## src/rtl/uart_pkg.sv

```systemverilog
// Shared types and elaboration helpers for the buffered UART transmitter.
package uart_pkg;

  typedef enum logic [2:0] {
    IDLE,
    START,
    DATA,
    PARITY,
    STOP
  } tx_state_t;

  // Bits needed to index 'value' distinct items (clog2(1) = 0).
  function automatic int clog2(input int value);
    int r;
    r = 0;
    for (int i = 0; i < 31; i++) begin
      if ((1 << i) < value) r = i + 1;
    end
    return r;
  endfunction

  function automatic int calc_div(input int clk_hz, input int baud);
    return clk_hz / baud;
  endfunction

  localparam int DEFAULT_DIV = calc_div(1_000_000, 100_000);

endpackage

```

## src/rtl/sync_fifo.sv

```systemverilog
// Single-clock circular FIFO with occupancy count; head word is presented
// combinationally so the consumer can capture it on the pop edge.
module sync_fifo
  import uart_pkg::*;
#(
  parameter int WIDTH = 8,
  parameter int DEPTH = 4
) (
  input  logic                  clk,
  input  logic                  rst,
  input  logic                  push,
  input  logic [WIDTH-1:0]      wr_data,
  input  logic                  pop,
  output logic [WIDTH-1:0]      rd_data,
  output logic                  full,
  output logic                  empty,
  output logic [clog2(DEPTH):0] count
);

  localparam int AW = clog2(DEPTH);
  localparam int CW = AW + 1;

  logic [WIDTH-1:0] mem [DEPTH];
  logic [AW-1:0]    wr_ptr_reg;
  logic [AW-1:0]    rd_ptr_reg;
  logic [CW-1:0]    count_reg;
  logic             do_push;
  logic             do_pop;

  assign full    = (count_reg == CW'(DEPTH));
  assign empty   = (count_reg == '0);
  assign do_push = push && !full;
  assign do_pop  = pop && !empty;
  assign rd_data = mem[rd_ptr_reg];
  assign count   = count_reg;

  always_ff @(posedge clk) begin
    if (do_push) mem[wr_ptr_reg] <= wr_data;
  end

  // Pointers wrap naturally because DEPTH is a power of two.
  always_ff @(posedge clk) begin
    if (rst) begin
      wr_ptr_reg <= '0;
      rd_ptr_reg <= '0;
      count_reg  <= '0;
    end else begin
      if (do_push) wr_ptr_reg <= wr_ptr_reg + AW'(1);
      if (do_pop)  rd_ptr_reg <= rd_ptr_reg + AW'(1);
      case ({do_push, do_pop})
        2'b10:   count_reg <= count_reg + CW'(1);
        2'b01:   count_reg <= count_reg - CW'(1);
        default: count_reg <= count_reg;
      endcase
    end
  end

endmodule

```

## src/rtl/uart_tx_fifo.sv

```systemverilog
// Buffered UART transmitter: FIFO-fed, LSB-first, configurable width/stop bits.
// Define UART_TX_PARITY_EN to add a parity bit selected by parity_odd.
module uart_tx_fifo
  import uart_pkg::*;
#(
  parameter int CLK_HZ     = 1_000_000,
  parameter int BAUD       = 100_000,
  parameter int DATA_BITS  = 8,
  parameter int STOP_BITS  = 1,
  parameter int FIFO_DEPTH = 4
) (
  input  logic                       clk,
  input  logic                       rst,
  input  logic [DATA_BITS-1:0]       in_data,
  input  logic                       in_valid,
  output logic                       in_ready,
  input  logic                       parity_odd,
  output logic                       tx,
  output logic                       busy,
  output logic [clog2(FIFO_DEPTH):0] level
);

  localparam int DIV   = calc_div(CLK_HZ, BAUD);
  localparam int CNT_W = clog2(DIV);
  localparam int IDX_W = clog2(DATA_BITS);
  localparam logic [CNT_W-1:0] BAUD_LAST = CNT_W'(DIV - 1);
  localparam logic [IDX_W-1:0] DATA_LAST = IDX_W'(DATA_BITS - 1);
  localparam logic [IDX_W-1:0] STOP_LAST = IDX_W'(STOP_BITS - 1);

  if (DIV < 2 || (CLK_HZ % BAUD) != 0 || DATA_BITS < 5 || DATA_BITS > 9 ||
      (STOP_BITS != 1 && STOP_BITS != 2) || FIFO_DEPTH < 2 ||
      (FIFO_DEPTH & (FIFO_DEPTH - 1)) != 0) begin : g_param_check
    $error("uart_tx_fifo: illegal parameter combination");
  end

  tx_state_t            state_reg, state_next;
  logic [CNT_W-1:0]     baud_cnt_reg, baud_cnt_next;
  logic [IDX_W-1:0]     bit_idx_reg, bit_idx_next;
  logic [DATA_BITS-1:0] shift_reg, shift_next;
  logic                 tx_reg, tx_next;
  logic                 fifo_pop;
  logic                 fifo_full;
  logic                 fifo_empty;
  logic [DATA_BITS-1:0] fifo_head;
  logic                 bit_end;

`ifdef UART_TX_PARITY_EN
  logic parity_reg, parity_next;
`else
  logic unused_parity_odd;
  assign unused_parity_odd = parity_odd;
`endif

  sync_fifo #(
    .WIDTH (DATA_BITS),
    .DEPTH (FIFO_DEPTH)
  ) u_fifo (
    .clk     (clk),
    .rst     (rst),
    .push    (in_valid),
    .wr_data (in_data),
    .pop     (fifo_pop),
    .rd_data (fifo_head),
    .full    (fifo_full),
    .empty   (fifo_empty),
    .count   (level)
  );

  assign bit_end  = (baud_cnt_reg == BAUD_LAST);
  assign in_ready = !fifo_full;
  assign busy     = (state_reg != IDLE) || !fifo_empty;
  assign tx       = tx_reg;

  // tx_next reflects the current state, so the line lags the FSM by one clock.
  always_comb begin
    state_next    = state_reg;
    baud_cnt_next = baud_cnt_reg;
    bit_idx_next  = bit_idx_reg;
    shift_next    = shift_reg;
    tx_next       = 1'b1;
    fifo_pop      = 1'b0;
`ifdef UART_TX_PARITY_EN
    parity_next   = parity_reg;
`endif
    if (state_reg != IDLE) baud_cnt_next = bit_end ? '0 : baud_cnt_reg + CNT_W'(1);
    case (state_reg)
      IDLE: begin
        if (!fifo_empty) begin
          fifo_pop      = 1'b1;
          shift_next    = fifo_head;
          baud_cnt_next = '0;
          state_next    = START;
`ifdef UART_TX_PARITY_EN
          parity_next   = (^fifo_head) ^ parity_odd;
`endif
        end
      end
      START: begin
        tx_next = 1'b0;
        if (bit_end) begin
          state_next   = DATA;
          bit_idx_next = '0;
        end
      end
      DATA: begin
        tx_next = shift_reg[0];
        if (bit_end) begin
          shift_next = shift_reg >> 1;
          if (bit_idx_reg == DATA_LAST) begin
            bit_idx_next = '0;
`ifdef UART_TX_PARITY_EN
            state_next   = PARITY;
`else
            state_next   = STOP;
`endif
          end else begin
            bit_idx_next = bit_idx_reg + IDX_W'(1);
          end
        end
      end
`ifdef UART_TX_PARITY_EN
      PARITY: begin
        tx_next = parity_reg;
        if (bit_end) begin
          state_next   = STOP;
          bit_idx_next = '0;
        end
      end
`endif
      STOP: begin
        tx_next = 1'b1;
        if (bit_end) begin
          if (bit_idx_reg == STOP_LAST) state_next = IDLE;
          else bit_idx_next = bit_idx_reg + IDX_W'(1);
        end
      end
      default: state_next = IDLE;
    endcase
  end

  always_ff @(posedge clk) begin
    if (rst) begin
      state_reg    <= IDLE;
      baud_cnt_reg <= '0;
      bit_idx_reg  <= '0;
      shift_reg    <= '0;
      tx_reg       <= 1'b1;
`ifdef UART_TX_PARITY_EN
      parity_reg   <= 1'b0;
`endif
    end else begin
      state_reg    <= state_next;
      baud_cnt_reg <= baud_cnt_next;
      bit_idx_reg  <= bit_idx_next;
      shift_reg    <= shift_next;
      tx_reg       <= tx_next;
`ifdef UART_TX_PARITY_EN
      parity_reg   <= parity_next;
`endif
    end
  end

endmodule

```

## config.mk

```make
export PLATFORM = sky130hd
export DESIGN_NAME = uart_tx_fifo
export DESIGN_NICKNAME = d
export VERILOG_FILES = /design/src/rtl/uart_pkg.sv /design/src/rtl/sync_fifo.sv /design/src/rtl/uart_tx_fifo.sv
export SDC_FILE = /design/constraint.sdc
export NUM_CORES = 1
export LEC_CHECK = 0
export CAP_MARGIN = 20
export CORE_UTILIZATION = 45
export CTS_BUF_LIST = sky130_fd_sc_hd__clkbuf_4
export CTS_CLUSTER_SIZE = 25
export DETAILED_ROUTE_END_ITERATION = 10
export PLACE_DENSITY = 0.69
export SLEW_MARGIN = 40
export SYNTH_ARGS = -nofsm -noshare
export SYNTH_HDL_FRONTEND = slang
export SYNTH_HIERARCHICAL = 1
export SYNTH_SLANG_ARGS = --single-unit
```

## constraint.sdc

```tcl
create_clock -name clk -period 2.4 [get_ports clk]
set_input_delay 0.72 -clock clk [delete_from_list [all_inputs] [get_ports clk]]
set_output_delay 0.72 -clock clk [all_outputs]
set_load 0.02 [all_outputs]
```

==> summary.md, run 1 <==
| Metric | Value |
|---|---|
| Status | finished clean |
| Hold crit path type | reg2reg |
| Avg Cell Area, Syn | 12.7 um2 |
| CP Class | reg2out |
| Rel. slew slack | 63.4% |
| Placed instance area | 3080 um2 |
| I/O pin count | 18 |
| Die area | about 6400 um2 |
| Top cells by area, synth | edfxtp_1 35%, dfxtp_1 21%, mux4_2 6.6%, ha_1 3.7%, mux2i_1 3.7% |
| FF-to-FF setup slack | 0.15 ns |
| I/O Buffers | 16 |
| CTS clock-pin slew for the worst setup and hold paths | around 0.10 ns |
| RSZ-0062 raised after global routing | no |
| Cts bufs inserted | 9 |
| Pwr Total | about 0.0037 W |
| Most frequent cells after synthesis | 32 x edfxtp_1, 28 x dfxtp_1, 18 x nor2_1 |
| Yosys top cell area share | 35.2% |
| R2R Path End | u_fifo/count[2] |
| Global placement routability congestion | around 0.77 |
| Final Cycle Share | 93.8% |
| Share of layout cells above drive strength 1 | around a quarter |
| Total track usage | 17.5% |
| Root Buffer | clkbuf_4 |
| Post-synth ARST share | 0% |
| Post-DR vias/cell | around 5.2 |
| Routed WL | approximately 4.8 mm |
| Tightest Pin Transition | 0.548 ns |
| Synth Cell Area | 2730 um2 |
| Reg2reg start | u_fifo/count[1] |
| CTS Buffer Depth | 2 |
| Largest register FFs | 32 |
| Die W | 79.9 um |
| Grt total ovfl | 0 |
| Detailed Routing Iterations Pass 1 | 4 |
| Worst Hold Path Cells | 2 |
| Synth cell types | 47 |
| Crit path required time | around 1.7 ns |
| Crit. End Element | output port |
| H-tree levels | 3 |
| Final hold violation count | 0 |
| Vias in the first global route | 1737 |
| Worst Slack Setup Final | around 0.15 ns |
| Fin. max-slew vios | 0 |
| Initial antenna violation count | 0 |
| Vias | 1737 |
| Antenna Cells | 0 |
| Area leader, netlist | edfxtp_1 |
| Rows | 28 |
| Hold endpoint | shift_reg[1] |
| Clock latency on the worst-skew pair | 0.40 ns |
| Crit start category | flop |
| Residual DRC count | 0 |
| Crit-path max FO | 5 |
| Final critical-path required period | 2.25 ns |
| Max Clock Freq | about 0.44 GHz |
| Peak supply drop | 0.000430 V |
| Fillers | around 500 |
| Core ar. | 5890 um2 |
| Area Overhead vs Synth | 20.1% |
| Initial DRC Count | 37 |
| TritonCTS clock tree | done |
| Total Nets Final | roughly 270 |
| Syn nets | 237 |
| Register bit count reported by yosys | 60 |
| Main synth FF type | edfxtp_1 |
| Critical Path AT | 1.53 ns |
| Final setup violating endpoints | 0 |
| Final core utilization | 55.7% |
| Hold-fix buffers at CTS | 0 |
| Count leader, synth | edfxtp_1 |
| Path depth of the worst reg2reg path | 11 |
| Pre-CTS WS | -0.166 ns |
| Warning count from the yosys run | 6 |
| Die H | 79.9 um |
| Drt wl/cell | ~15 um |
| Pleak | 1.15 nW |
| Seq/Total Area, Yosys | about 56% |
| Initial Util | between 40% and 50% |
| Final Hold Slack | 0.507 ns |
| Pwr Density | 1110 nW/um2 |
| Design area | 3280 um2 |
| DP HPWL | 3.26 mm |
| EDFF count, synth | 32 |
| CTS sink count | 60 |
| Hold_sp | shift_reg[1] |
| First-pass GRT wire length | 8.11 mm |
| Cell count after synthesis | around 220 |
| Pin count of the biggest net entering global routing | 30 |
| Remaining antenna violation count | 0 |
| Clock Skew | 0.00662 ns |
| Max Cap Viol | 0 |
## cells by family (layout without fill, tap and decap cells)
group / after synthesis / in the layout / share of synthesized area [%]
simple gates: 61 / 61 / 13.8
flops: 60 / 60 / 55.7
compound gates: 39 / 39 / 9.98
buf+inv: 23 / 63 / 3.98
mux: 18 / 18 / 10.3
fa+ha+maj: 9 / 9 / 4.40
xor+xnor: 6 / 6 / 1.92
## what timing repair did
item | 4_1_cts | 5_1_grt
endpoints found under the setup margin | 2 | 3
cloned | 0 | 0
pin swaps | 1 | 0
buffers inserted | 0 | 0
gates resized for setup | 6 | 3
## layout make-up
class	count	area, um2	area share [%]
clock buffer	10	75.1	2.29
clock inverter	6	113	3.43
inverter	12	45.0	1.37
multi-input combinational	133	1130	34.5
sequential	60	1530	46.5
tap	75	93.8	2.86
timing repair buffer	35	297	9.04
## worst max-delay path, cell delays in order, from the launching register on
cell	delay [ns]
dfxtp_2	0.37
buf_4	0.16
clkdlybuf4s50_1	0.60
## how the worst max path moves through the flow
stage	to	slack, ns	start
4_1_cts	busy	0.01	u_fifo/count[0]
5_1_grt	u_fifo/count[2]	0.01	u_fifo/count[1]
2_1_floorplan	u_fifo/count[2]	0.08	u_fifo/count[1]
3_3_place_gp	u_fifo/count[2]	-0.13	in_valid
3_5_place_dp	u_fifo/count[2]	-0.17	in_valid
6_report	level[1]	0.15	u_fifo/count[1]
## routing by layer
| layer | wire, um | global-route usage, % | vias to the layer above |
|---|---|---|---|
| met4 | 98 | 9.64 | 0 |
| met3 | 184 | 4.80 | 8 |
| met2 | 2320 | 28.5 | 28 |
| met1 | 2210 | 21.0 | 834 |
| met5 | 0 | 0 | - |
| li1 | - | - | 867 |
## cells in the final DEF, fill, tap and decap left out, drive strengths merged, types with 3 or more instances in the layout
cell type,netlist,final
a211oi,7,7
a21oi,14,14
and2,4,4
buf,8,19
bufinv,0,3
clkbuf,3,11
clkdlybuf4s50,0,14
clkinv,0,3
dfxtp,28,28
edfxtp,32,32
ha,8,8
inv,12,12
mux2i,10,10
mux4,8,8
nand2,4,4
nand2b,8,8
nor2,18,18
nor3,3,3
nor3b,4,4
o21ai,9,9
or3,4,4
xnor2,3,3
xor2,3,3
## report_power, final
| group | internal [W] | leakage [nW] | switching (W) |
|---|---|---|---|
| Sequential | 0.00125 | 0.524 | 0.000143 |
| Clock | 0.000541 | 0.101 | 0.000380 |
| Combinational | 0.000664 | 0.523 | 0.000679 |
| Total | 0.00245 | 1.15 | 0.00120 |
## metrics by stage
| stage | setup TNS [ns] | cells |
|---|---|---|
| floorplan | 0 | 216 |
| global placement | -0.134 | 315 |
| detailed placement | -0.166 | 315 |
| CTS | 0 | 331 |
| global route | 0 | 331 |
| finish | 0 | 331 |
Power figures use the tool's default switching activity.
==> inputs of run 2 (changes only) <==
--- a/config.mk
+++ b/config.mk
@@ -10,7 +10,7 @@
 export CTS_BUF_LIST = sky130_fd_sc_hd__clkbuf_4
 export CTS_CLUSTER_SIZE = 25
 export DETAILED_ROUTE_END_ITERATION = 10
-export PLACE_DENSITY = 0.69
+export PLACE_DENSITY = 0.66
 export SLEW_MARGIN = 40
 export SYNTH_ARGS = -nofsm -noshare
 export SYNTH_HDL_FRONTEND = slang
==> summary.md, run 2 (same netlist as run 1, synthesis figures left out) <==
| Metric | Value |
|---|---|
| Pleak | 1.12 nW |
| Final setup violating endpoints | 0 |
| Routed WL | roughly 4.6 mm |
| Total Nets Final | 275 |
| FF-to-FF setup slack | ~0.16 ns |
| Share of layout cells above drive strength 1 | 25.9% |
| Crit start category | flop |
| I/O pin count | 18 |
| CP Class | reg2reg |
| Post-DR vias/cell | 5.22 |
| Vias | 1742 |
| Final hold violation count | 0 |
| Global placement routability congestion | 0.789 |
| Crit. End Element | flop |
| Hold endpoint | bit_idx_reg[2] |
| Post-CTS Setup Inserts | 0 |
| Status | finished clean |
| Hold crit path type | reg2reg |
| Peak supply drop | 0.000626 V |
| TritonCTS clock tree | done |
| Reg2reg start | u_fifo/count[1] |
| H-tree levels | 3 |
| Fin. max-slew vios | 0 |
| Final Cycle Share | 93.3% |
| DP HPWL | 3.26 mm |
| Core ar. | 5890 um2 |
| Root Buffer | clkbuf_4 |
| Max Cap Viol | 0 |
| CTS Buffer Depth | 2 |
| Critical Path AT | 2.57 ns |
| Clock latency on the worst-skew pair | around 0.40 ns |
| Final critical-path required period | roughly 2.2 ns |
| Power share of the sequential group | 41.4% |
| Cts bufs inserted | 9 |
| Vias in the first global route | 1675 |
| Tightest Pin Transition | about 0.52 ns |
| Rel. slew slack | 65.0% |
| Worst Hold Path Cells | 2 |
| Pint | 0.00215 W |
| Largest register FFs | 32 |
| Total track usage | between 10% and 20% |
| Switch share | about 36% |
| Critical-path cell list | nor3_4 > buf_4 > nor4_4 > o31ai_2 > inv_1 > ha_2 > inv_1 > fa_2 > xor2_1 > or3_1 > a21oi_2 |
| Path depth of the worst reg2reg path | 11 |
| I/O Buffers | 16 |
| Initial Util | 46.4% |
| Clock Skew | roughly 0.013 ns |
| R2R Path End | u_fifo/count[2] |
| Pin count of the biggest net entering global routing | 30 |
| Die W | 79.9 um |
| First-pass GRT wire length | 7.69 mm |
| Remaining antenna violation count | 0 |
| CTS clock-pin slew for the worst setup and hold paths | 0.11 ns |
| Placed cells | 318 |
| Detailed Routing Iterations Pass 1 | 4 |
| Hold_sp | bit_idx_reg[2] |
| Logic gate share of total power | 40.6% |
| CTS sink count | 60 |
| Max Clock Freq | about 0.45 GHz |
| Residual DRC count | 0 |
| Max stage delay cell, worst path | dfxtp_2 |
| Post-route insts no fill | 334 |
| Commonest non-fill, non-tap cell in the layout | edfxtp_1 |
| Initial antenna violation count | 0 |
| Drt wl/cell | 13.8 um |
| Clk pwr share | between 10% and 20% |
| Die area | 6390 um2 |
| Max incr delay on CP | 0.37 ns |
| Switching pwr | 0.00120 W |
| Rows | 28 |
| Crit path required time | around 2.7 ns |
| Final Hold Slack | 0.505 ns |
| Antenna Cells | 0 |
| Pwr Total | 0.00336 W |
| Critical Path Most Common Cell | inv_1 |
| Initial DRC Count | 56 |
| Area Overhead vs Synth | 18.8% |
| Most frequent cells in the layout | 32 x edfxtp_1, 25 x dfxtp_1, 22 x buf_4 |
| Grt total ovfl | 0 |
| Die H | 79.9 um |
| Crit-path max FO | 3 |
| Pwr Density | 1030 nW/um2 |
[run 2: cell types whose count changed in the layout (fill, tap and decap cells not counted)]
cell        change
ha_2            +1
clkbuf_4        -1
buf_4           +3
fa_2            +1
a21oi_2         +1
bufinv_16       -3
a21oi_1         -1
fa_1            -1
clkinv_4        +1
ha_1            -1
clkinvlp_4      +3
[run 2: critical path, delay by kind of cell, from the launching register on]
family | cells | cell delay (ns)
and+or+nand+nor | 3 | 0.63
AOI/OAI and AO/OA | 2 | 0.26
adders and majority gates | 2 | 0.50
xor gates and xnor gates | 1 | 0.15
buffers and inverters | 3 | 0.27
DFF | 1 | 0.37
[run 2: repair_timing]
| item | 4_1_cts | 5_1_grt |
|---|---|---|
| hold buffers | 0 | 0 |
| setup endpoints to repair | 2 | 3 |
| gates resized for setup | 4 | 8 |
| pin swaps | 0 | 3 |
| cloned | 0 | 0 |
[run 2: power groups by stage]
stage / Combinational (W) / Sequential (W) / Clock [W]
floorplan: 0.000942 / 0.00139 / 0
global placement: 0.00132 / 0.00140 / 0
detailed placement: 0.00135 / 0.00140 / 0
CTS: 0.00136 / 0.00139 / 0.000634
global route: 0.00152 / 0.00142 / 0.000677
finish: 0.00136 / 0.00139 / 0.000604
[run 2: per-stage QoR]
stage / setup TNS, ns / setup slack [ns] / util [%] / cell area, um2
after floorplan: 0 / 0.0770 / - / 2740
after global placement: -0.135 / -0.135 / 52.6 / 3100
after detailed placement: -0.173 / -0.173 / 52.6 / 3100
after CTS: 0 / 0.000408 / 54.9 / 3230
after global routing: -0.00429 / -0.00429 / 55.1 / 3250
final: 0 / 0.162 / 55.1 / 3250
[run 2: layer usage]
layer | wire, um | vias up | global-route usage (%) | share of wire, %
met5 | 0 | - | 0 | 0
met4 | 74 | 0 | 9.11 | 1.6
met3 | 157 | 6 | 5.14 | 3.4
met2 | 2210 | 21 | 26.4 | 48
met1 | 2180 | 839 | 20.6 | 47
li1 | - | 876 | - | -
[run 2: area by class of cell]
class / count / area (um2)
Fill cell: 526 / 2640
Sequential cell: 60 / 1530
Multi-Input combinational cell: 133 / 1140
Timing Repair Buffer: 38 / 319
Tap cell: 75 / 93.8
Clock buffer: 9 / 67.6
Clock inverter: 7 / 53.8
Inverter: 12 / 45.0
[run 2: worst max-delay path by stage]
stage,startpoint,end,slack [ns],cells past startpoint
after floorplan,u_fifo/count[1],u_fifo/count[2],0.08,10
after global placement,in_valid,u_fifo/count[2],-0.14,10
after detailed placement,in_valid,u_fifo/count[2],-0.17,10
after CTS,u_fifo/count[1],busy,0.0004,4
after global routing,u_fifo/count[1],u_fifo/count[2],-0.004,11
final,u_fifo/count[1],u_fifo/count[2],0.16,11
